<file path="config.mk">
export PLATFORM = sky130hd
export DESIGN_NAME = cpu_multiply_seq_flat
export DESIGN_NICKNAME = d
export VERILOG_FILES = /design/src/rtl/cpu_multiply_pkg.sv /design/src/rtl/cpu_multiply_seq_if.sv /design/src/rtl/cpu_multiply_step.sv /design/src/rtl/cpu_multiply_seq.sv /design/src/flat_wrapper.sv
export SDC_FILE = /design/constraint.sdc
export NUM_CORES = 1
export LEC_CHECK = 0
export CAP_MARGIN = 25
export CORE_AREA = 2 2 212 214
export CTS_CLUSTER_SIZE = 14
export DETAILED_ROUTE_END_ITERATION = 12
export DIE_AREA = 0 0 214 216
export GPL_ROUTABILITY_DRIVEN = 1
export HOLD_SLACK_MARGIN = 0.02
export PLACE_DENSITY = 0.68
export SLEW_MARGIN = 40
export SYNTH_ARGS = -nofsm -noshare
export SYNTH_HDL_FRONTEND = slang
export SYNTH_SLANG_ARGS = --single-unit
</file>
<file path="constraint.sdc">
create_clock -name i_clock -period 11.2 [get_ports i_clock]
set_input_delay 1.68 -clock i_clock [delete_from_list [all_inputs] [get_ports i_clock]]
set_output_delay 1.68 -clock i_clock [all_outputs]
set_load 0.01 [all_outputs]
</file>
<file path="src/rtl/cpu_multiply_pkg.sv">
// Shared encodings for the iterative multiplier: op modes, FSM states, signedness helpers.
package cpu_multiply_pkg;

    localparam logic [1:0] MUL_OP_MUL    = 2'b00;
    localparam logic [1:0] MUL_OP_MULH   = 2'b01;
    localparam logic [1:0] MUL_OP_MULHSU = 2'b10;
    localparam logic [1:0] MUL_OP_MULHU  = 2'b11;

    localparam logic [1:0] ST_IDLE = 2'd0;
    localparam logic [1:0] ST_RUN  = 2'd1;
    localparam logic [1:0] ST_FIX  = 2'd2;
    localparam logic [1:0] ST_DONE = 2'd3;

    // rs1 is signed for MULH and MULHSU
    function automatic logic op_signed1(input logic [1:0] op);
        return (op == MUL_OP_MULH) || (op == MUL_OP_MULHSU);
    endfunction

    // rs2 is signed only for MULH
    function automatic logic op_signed2(input logic [1:0] op);
        return op == MUL_OP_MULH;
    endfunction

endpackage

</file>
<file path="src/rtl/cpu_multiply_seq_if.sv">
// Request/response bundle between the execute pipeline and the multiplier.
interface cpu_multiply_seq_if #(
    parameter int WIDTH = 32
);
    logic                 i_valid;
    logic                 o_ready;
    logic [1:0]           i_op;
    logic [WIDTH-1:0]     i_op1;
    logic [WIDTH-1:0]     i_op2;
    logic                 o_valid;
    logic [2*WIDTH-1:0]   o_result;
    logic [WIDTH-1:0]     o_word;

    modport master (
        output i_valid, i_op, i_op1, i_op2,
        input  o_ready, o_valid, o_result, o_word
    );

    modport slave (
        input  i_valid, i_op, i_op1, i_op2,
        output o_ready, o_valid, o_result, o_word
    );
endinterface

</file>
<file path="src/rtl/cpu_multiply_step.sv">
// One RUN step: BITS_PER_CYCLE multiplier bits times the multiplicand, added at its weight.
module cpu_multiply_step #(
    parameter int WIDTH          = 32,
    parameter int BITS_PER_CYCLE = 1,
    parameter int CW             = 6
) (
    input  logic [WIDTH-1:0]          mcand,
    input  logic [BITS_PER_CYCLE-1:0] mbits,
    input  logic [CW-1:0]             count,
    input  logic [2*WIDTH-1:0]        acc_in,
    output logic [2*WIDTH-1:0]        acc_out
);
    logic [2*WIDTH-1:0] partial;

    // Partial product in full product width so the shifted add never truncates
    always_comb begin
        partial = {{WIDTH{1'b0}}, mcand} * {{(2*WIDTH-BITS_PER_CYCLE){1'b0}}, mbits};
        acc_out = acc_in + (partial << (int'(count) * BITS_PER_CYCLE));
    end
endmodule

</file>
<file path="src/rtl/cpu_multiply_seq.sv">
// Iterative RV32M-style multiplier: magnitudes multiplied over WIDTH/BITS_PER_CYCLE
// cycles, sign restored in a final FIX cycle.
module cpu_multiply_seq
    import cpu_multiply_pkg::*;
#(
    parameter int WIDTH          = 32,
    parameter int BITS_PER_CYCLE = 1
) (
    input logic               i_clock,
    input logic               i_reset_n,
    cpu_multiply_seq_if.slave bus
);
    localparam int N  = WIDTH / BITS_PER_CYCLE;
    localparam int CW = $clog2(N) + 1;

    if ((WIDTH % BITS_PER_CYCLE) != 0) begin : g_bad_bpc
        $error("cpu_multiply_seq: WIDTH must be a multiple of BITS_PER_CYCLE");
    end

    logic [1:0]         state;
    logic [1:0]         op_q;
    logic               neg;
    logic [WIDTH-1:0]   m1;
    logic [WIDTH-1:0]   m2;
    logic [CW-1:0]      count;
    logic [2*WIDTH-1:0] acc;
    logic [2*WIDTH-1:0] acc_next;
    logic [2*WIDTH-1:0] product;
    logic               sign1;
    logic               sign2;
    logic [WIDTH-1:0]   m1_in;
    logic [WIDTH-1:0]   m2_in;
    logic               accept;

    assign bus.o_ready = (state == ST_IDLE) || (state == ST_DONE);
    assign accept      = bus.o_ready && bus.i_valid;

    // Operand magnitudes from the live request; -2^(W-1) maps onto 2^(W-1) unsigned
    always_comb begin
        sign1 = op_signed1(bus.i_op) && bus.i_op1[WIDTH-1];
        sign2 = op_signed2(bus.i_op) && bus.i_op2[WIDTH-1];
        m1_in = sign1 ? -bus.i_op1 : bus.i_op1;
        m2_in = sign2 ? -bus.i_op2 : bus.i_op2;
    end

    cpu_multiply_step #(
        .WIDTH          (WIDTH),
        .BITS_PER_CYCLE (BITS_PER_CYCLE),
        .CW             (CW)
    ) u_step (
        .mcand   (m1),
        .mbits   (m2[BITS_PER_CYCLE-1:0]),
        .count   (count),
        .acc_in  (acc),
        .acc_out (acc_next)
    );

    assign product = neg ? -acc : acc;

    // Control FSM, operand latches, accumulator and held result registers
    always_ff @(posedge i_clock) begin
        if (!i_reset_n) begin
            state        <= ST_IDLE;
            op_q         <= MUL_OP_MUL;
            neg          <= 1'b0;
            m1           <= '0;
            m2           <= '0;
            count        <= '0;
            acc          <= '0;
            bus.o_valid  <= 1'b0;
            bus.o_result <= '0;
            bus.o_word   <= '0;
        end else begin
            bus.o_valid <= 1'b0;
            case (state)
                ST_IDLE, ST_DONE: begin
                    if (accept) begin
                        m1    <= m1_in;
                        m2    <= m2_in;
                        neg   <= sign1 ^ sign2;
                        op_q  <= bus.i_op;
                        acc   <= '0;
                        count <= '0;
                        state <= ST_RUN;
                    end else begin
                        state <= ST_IDLE;
                    end
                end
                ST_RUN: begin
                    acc   <= acc_next;
                    m2    <= m2 >> BITS_PER_CYCLE;
                    count <= count + CW'(1);
                    if (count == CW'(N - 1)) state <= ST_FIX;
                end
                ST_FIX: begin
                    bus.o_result <= product;
                    bus.o_word   <= (op_q == MUL_OP_MUL) ? product[WIDTH-1:0]
                                                         : product[2*WIDTH-1:WIDTH];
                    bus.o_valid  <= 1'b1;
                    state        <= ST_DONE;
                end
                default: state <= ST_IDLE;
            endcase
        end
    end
endmodule

</file>
<file path="src/flat_wrapper.sv">
// flat-port wrapper written by rule: the top's interface ports become plain ports
module cpu_multiply_seq_flat import cpu_multiply_pkg::*;
#(
    parameter int WIDTH          = 32,
    parameter int BITS_PER_CYCLE = 1
)
  (i_clock, i_reset_n, bus_i_valid, bus_i_op, bus_i_op1, bus_i_op2, bus_o_ready, bus_o_valid, bus_o_result, bus_o_word);
  cpu_multiply_seq_if #(.WIDTH(WIDTH)) bus_i ();
  input logic i_clock;
  input logic i_reset_n;
  input wire logic [$bits(bus_i.i_valid)-1:0] bus_i_valid;
  input wire logic [$bits(bus_i.i_op)-1:0] bus_i_op;
  input wire logic [$bits(bus_i.i_op1)-1:0] bus_i_op1;
  input wire logic [$bits(bus_i.i_op2)-1:0] bus_i_op2;
  output wire logic [$bits(bus_i.o_ready)-1:0] bus_o_ready;
  output wire logic [$bits(bus_i.o_valid)-1:0] bus_o_valid;
  output wire logic [$bits(bus_i.o_result)-1:0] bus_o_result;
  output wire logic [$bits(bus_i.o_word)-1:0] bus_o_word;
  assign bus_i.i_valid = bus_i_valid;
  assign bus_i.i_op = bus_i_op;
  assign bus_i.i_op1 = bus_i_op1;
  assign bus_i.i_op2 = bus_i_op2;
  assign bus_o_ready = bus_i.o_ready;
  assign bus_o_valid = bus_i.o_valid;
  assign bus_o_result = bus_i.o_result;
  assign bus_o_word = bus_i.o_word;
  cpu_multiply_seq #(.WIDTH(WIDTH), .BITS_PER_CYCLE(BITS_PER_CYCLE)) u_core (.i_clock(i_clock), .i_reset_n(i_reset_n), .bus(bus_i));
endmodule
</file>
; ---- Yosys cells after proc, flatten, opt, wreduce, memory -nomap -nowiden
; Cells that the tools add are included.
; W data, S select, Z words.
[word_totals]
out_inout_bits = 98
elab_cells = 51
ff_bits = 236
in_bits = 69
[op_classes]
mux = 14
n_shift = 1
add_sub_neg = 5
eq_ne = 8
n_reduce_logical = 11
multipliers = 1
bitwise = 1
[ops]
columns = operator, n
row1 = $mux W32, 4
row2 = $mux W64, 2
row3 = $pmux W64 S2, 1
row4 = $add A64 B64 Y64, 1
row5 = $neg A32 Y32, 2
row6 = $neg A64 Y64, 1
row7 = $pmux W32 S2, 1
row8 = $shl A33 B6 Y64, 1
row9 = $mul A32 B1 Y33, 1
row10 = $pmux W6 S2, 1
row11 = $add A6 B1 Y6 const B, 1
row12 = $eq A2 B2 Y1 const B, 3
row13 = $eq A6 B5 Y1 const B, 1
row14 = $mux W6, 1
row15 = $pmux W2 S3, 1
row16 = $eq A2 B1 Y1 const B, 2
row17 = $logic_not A2 Y1, 2
row18 = $ne A2 B1 Y1 const B, 2
row19 = $reduce_and A2 Y1, 2
row20 = $logic_and A1 B1 Y1, 3
row21 = $logic_or A1 B1 Y1, 2
row22 = $mux W1, 2
row23 = $mux W2, 1
row24 = $reduce_bool A2 Y1, 1
row25 = other kinds (2), 2

; ---- Logic depth before layout (Yosys ltp)
[logic_depth]
depth_word = 5
ltp_mapped = 24

; ---- Modules after synthesis
; A second synthesis with hierarchy kept.
[hier_totals]
hier_cells = 2560
area_unflattened_um2 = 18662.9
[by_module_without_submodules]
columns = mod, instances, cells_each, area_each_um2, seq_area_each_um2
row1 = cpu_multiply_seq, 1, 1589, 12319.3, 4724.5
row2 = cpu_multiply_step, 1, 971, 6343.6, 0.0

; ---- Worst setup path after synthesis
; Ideal clock, no wire load.
[synth_path]
path_type = register -> register
from = reg u_core.count[1]
to = reg u_core.acc[58]
slack_ns = 5.726
stages_incl_launch_ff = 23
n_path_buf = 4
arrival_ns = 5.351
cell_sequence = dfxtp_1 > clkbuf_1 > buf_1 > buf_1 > mux2_2 > mux2_2 > nand2_1 > o21ai_0 > mux2i_1 > mux2i_1 > and2_1 > ha_1 > clkbuf_1 > nand3_1 > nor2_1 > nand2_1 > or4b_2 > a21o_1 > nor4b_1 > o41ai_1 > a21oi_1 > mux2i_1 > nand3_1
[synth_between]
elab_chain_cells = 3
[synth_rtl]
columns = item, line_no
row1 = "start, declared", cpu_multiply_seq.sv:25  ; logic [CW-1:0] count;
row2 = "start signal, assigned", cpu_multiply_seq.sv:92  ; count <= count + CW'(1);
row3 = $shl A33 B6 Y64, cpu_multiply_step.sv:18  ; acc_out = acc_in + (partial << (int'(count) * BITS_PER_CYCLE));
row4 = $add A64 B64 Y64, cpu_multiply_step.sv:18
row5 = $pmux W64 S2, cpu_multiply_seq.sv:75  ; case (state)
row6 = "end signal, assigned", cpu_multiply_seq.sv:90  ; acc <= acc_next;
row7 = "end, declared", cpu_multiply_seq.sv:26  ; logic [2*WIDTH-1:0] acc;
; No other way between the ends.
; A chain may end at the register's enable or synchronous reset.

; ---- Final worst setup path
[layout_path]
from = reg u_core.m2[0]
to = reg u_core.acc[61]
[layout_between]
elab_chain_cells = 4
[layout_rtl]
columns = item, line_no
row1 = "start, declared", cpu_multiply_seq.sv:24  ; logic [WIDTH-1:0] m2;
row2 = "start signal, assigned", cpu_multiply_seq.sv:79  ; m2 <= m2_in;
row3 = "start signal, assigned", cpu_multiply_seq.sv:91  ; m2 <= m2 >> BITS_PER_CYCLE;
row4 = $mul A32 B1 Y33, cpu_multiply_step.sv:17  ; partial = {{WIDTH{1'b0}}, mcand} * {{(2*WIDTH-BITS_PER_CYCLE){1'b0}}, mbits};
row5 = $shl A33 B6 Y64, cpu_multiply_step.sv:18
row6 = $add A64 B64 Y64, cpu_multiply_step.sv:18
row7 = $pmux W64 S2, cpu_multiply_seq.sv:75
; No other way between the ends.

==> results_dict.tcl <==
set metrics [dict create \
    core_area_sq_um 43840 \
    yosys.area.top_type "dfxtp_1" \
    first_pass_iters 6 \
    final_max_slew_viol_count 0 \
    die_y_um 216 \
    final_util_pct 46.29 \
    floorplan.rows 77 \
    arrival_ns 6.19 \
    worstMarginPinSlew_ns 0.8232 \
    ys_types 72 \
    synth.area.top_cells "dfxtp_1 (27%), nand2_1 (7.0%), nor2_1 (5.7%), a21oi_1 (5.5%), o21ai_0 (5.5%)" \
    clock_latency_ns 0.59 \
    htree_levels 1 \
    peakVddDrop_mv 0.1525 \
    vias 17750 \
    cts_buffer_depth 3 \
    n_antenna_cell 0 \
    fin_worst_skew_ns 0.03466 \
    hp-class "reg -> reg" \
    grt_max_degree 104 \
    cp_max_fo 50 \
    crit_path_frequent_cell "o21ai_0" \
    cts_buffers 27 \
    first_global_vias 16470 \
    synth_cells 2362 \
    drc 0 \
    crit_family "compound AO/OA/AOI/OAI gates" \
    worstPathRequired_ns 11.73 \
    start_util_pct 39.53 \
    finalHoldViolCount 0 \
    post-dp-hpwl_um 47850 \
    cts-resized-gates 0 \
    relSlewSlack_pct 45.12 \
    layout_commonest_cell "nand2_1" \
    synth-seq-cells 236 \
    p_leak_nw 7.658 \
    wire_per_inst_um 20.39 \
    critPathKind "reg -> reg" \
    startpoint_type "register" \
    ant_nets 0 \
    cts.reportedPaths.clkPinSlew_ns 0.06 \
    rsz0062_at_grt "no" \
    cts_tree "yes" \
    vias_per_cell 5.866 \
    synth_top_area_share_pct 27.27 \
    io_buffers 166 \
    syn_avg_cell_area_sq_um 7.336 \
    synthFlopType "dfxtp_1" \
    nets 2555 \
    cap_violations 0 \
    grt.total_usage_pct 25.70 \
    async_reset_ff_share_pct 0 \
    die_area_sq_um 46220 \
    area_growth_pct 17.12 \
    syn-cell-area_sq_um 17330 \
    ys_seq_area_share_pct 27.27 \
    grt_overflow_total 0 \
    cp_slowest_stage_delay_ns 0.65 \
    die_x_um 214 \
    first_iter_violations 1624 \
    cp-end-kind "register" \
    place.gp.congestion 1.001 \
    cp_slowest_cell "nor4bb_1" \
    numClockSinks 236 \
    antenna_found_initial 0 \
    holdBufCountCts 0 \
    yosysWarningCount 0 \
    mostFrequentLayoutCells "nand2_1 (321), nor2_1 (263), dfxtp_1 (234)" \
    fin_tns_setup_ns 0 \
    post_cts_buffers 0 \
    synth_nets 2502 \
    timing.final.crit_period_ns 5.668 \
    status "finished, final reports clean" \
    drive_gt1_share_pct 5.382 \
    synth-edff-count 0 \
    setup-violations-final 0 \
    cts_root_buffer "clkbuf_16" \
    fmax_mhz 176.4 \
    fin_crit_sh_pct 50.60 \
    grt_pass1_wl_um 95870 \
    cp_cell_sequence "buf_4 -> nor4bb_1 -> nand2_1 -> o21ai_0 -> nand2_1 -> nor2_1 -> ha_1 -> a21o_1 -> a311oi_1 -> o31ai_2 -> a31oi_1 -> nor3_1 -> o21ai_0 -> o21ai_0 -> or3_1 -> nand3_1" \
    postRouteWirelength_um 61710 \
    worst-path-buf-inv 1 \
    power_density_nw_per_um2 167.8 \
    ios 167 \
]
flip-flops by register name, summed over array words and instances, names as in the netlist:
| name | flops |
|---|---|
| u_core.m2 | 32 |
| u_core.acc | 64 |
| u_core.bus.o_word | 32 |
| u_core.m1 | 32 |
| u_core.state | 2 |
| u_core.count | 6 |
| u_core.neg | 1 |
| u_core.bus.o_result | 64 |
| u_core.bus.o_valid | 1 |
| u_core.op_q | 2 |
metal layers:
metal | GRT usage, % | up-vias | wire [um]
met2 | 43.94 | 653 | 28850
li1 | - | 8596 | -
met1 | 32.99 | 8380 | 26790
met4 | 9.907 | 0 | 2652
met3 | 3.143 | 122 | 3421
met5 | 0 | - | 0
cell type report:
class                           instances  area, sq um
Multi-Input combinational cell       1917        11870
Inverter                               48        182.7
Fill cell                            4386        23540
Clock inverter                         10        171.4
Clock buffer                           38        767.0
Timing Repair Buffer                  185         1836
Tap cell                              592        740.7
Sequential cell                       236         4730
worst min-delay path: stages, from the launching register on:
cell	delay, ns
dfxtp_1	0.31
nand2_1	0.05
a21oi_1	0.05
worst paths after layout:
check / from / cells past startpoint / slack [ns] / endpoint
setup / recovery: u_core.m2[0]$_SDFFE_PN0P_ / 16 / 5.53 / u_core.acc[61]$_SDFFE_PN0P_
hold / removal: u_core.m2[7]$_SDFFE_PN0P_ / 2 / 0.45 / u_core.m2[7]$_SDFFE_PN0P_
setup reg to reg: u_core.m2[0]$_SDFFE_PN0P_ / 16 / 5.53 / u_core.acc[61]$_SDFFE_PN0P_
hold reg to reg: u_core.m2[7]$_SDFFE_PN0P_ / 2 / 0.45 / u_core.m2[7]$_SDFFE_PN0P_
stage by stage:
| stage | setup WS [ns] | area (sq um) | std cells | total power, mW | hold WS, ns |
|---|---|---|---|---|---|
| global placement | 5.200 | 19270 | 2976 | 2.424 | 0.4389 |
| finish | 5.532 | 20290 | 3026 | 3.404 | 0.4527 |
| detailed placement | 5.518 | 19320 | 2977 | 2.458 | 0.4460 |
| global route | 5.222 | 20290 | 3026 | 3.597 | 0.4743 |
| CTS | 5.529 | 20260 | 3025 | 3.404 | 0.4542 |
| floorplan | 5.726 | 17330 | 2362 | 1.985 | 0.4320 |
where the power goes:
part	total (mW)	switching [mW]	internal, mW
clock	0.946	0.376	0.569
sequential	1.10	0.114	0.989
combinational	1.36	0.857	0.499
cell families after synthesis:
group / synth area share [%]
buf+inv: 4.614
fa+ha+maj: 5.170
xor+xnor: 8.947
simple gates: 22.58
compound gates: 25.69
mux: 5.734
flops: 27.27
synthesized netlist by cell type (13+ instances only):
| library cell | instances |
|---|---|
| o21bai_1 | 22 |
| a21oi_1 | 192 |
| o21ai_0 | 190 |
| nand2b_1 | 18 |
| a21o_1 | 22 |
| mux2i_1 | 61 |
| or3_1 | 25 |
| o211ai_1 | 24 |
| and2_1 | 18 |
| mux2_2 | 22 |
| xor2_1 | 85 |
| a211oi_1 | 67 |
| nand4_1 | 20 |
| buf_1 | 21 |
| nand2_1 | 321 |
| a22oi_1 | 29 |
| nor3_1 | 57 |
| o22ai_1 | 24 |
| inv_1 | 43 |
| clkbuf_1 | 138 |
| xnor2_1 | 92 |
| a31oi_1 | 15 |
| ha_1 | 70 |
| or4_1 | 15 |
| a311oi_1 | 13 |
| dfxtp_1 | 236 |
| nand3_1 | 70 |
| o41ai_1 | 13 |
| o31ai_1 | 33 |
| nor2_1 | 265 |
Note: power is estimated with default switching activity, not from simulation.
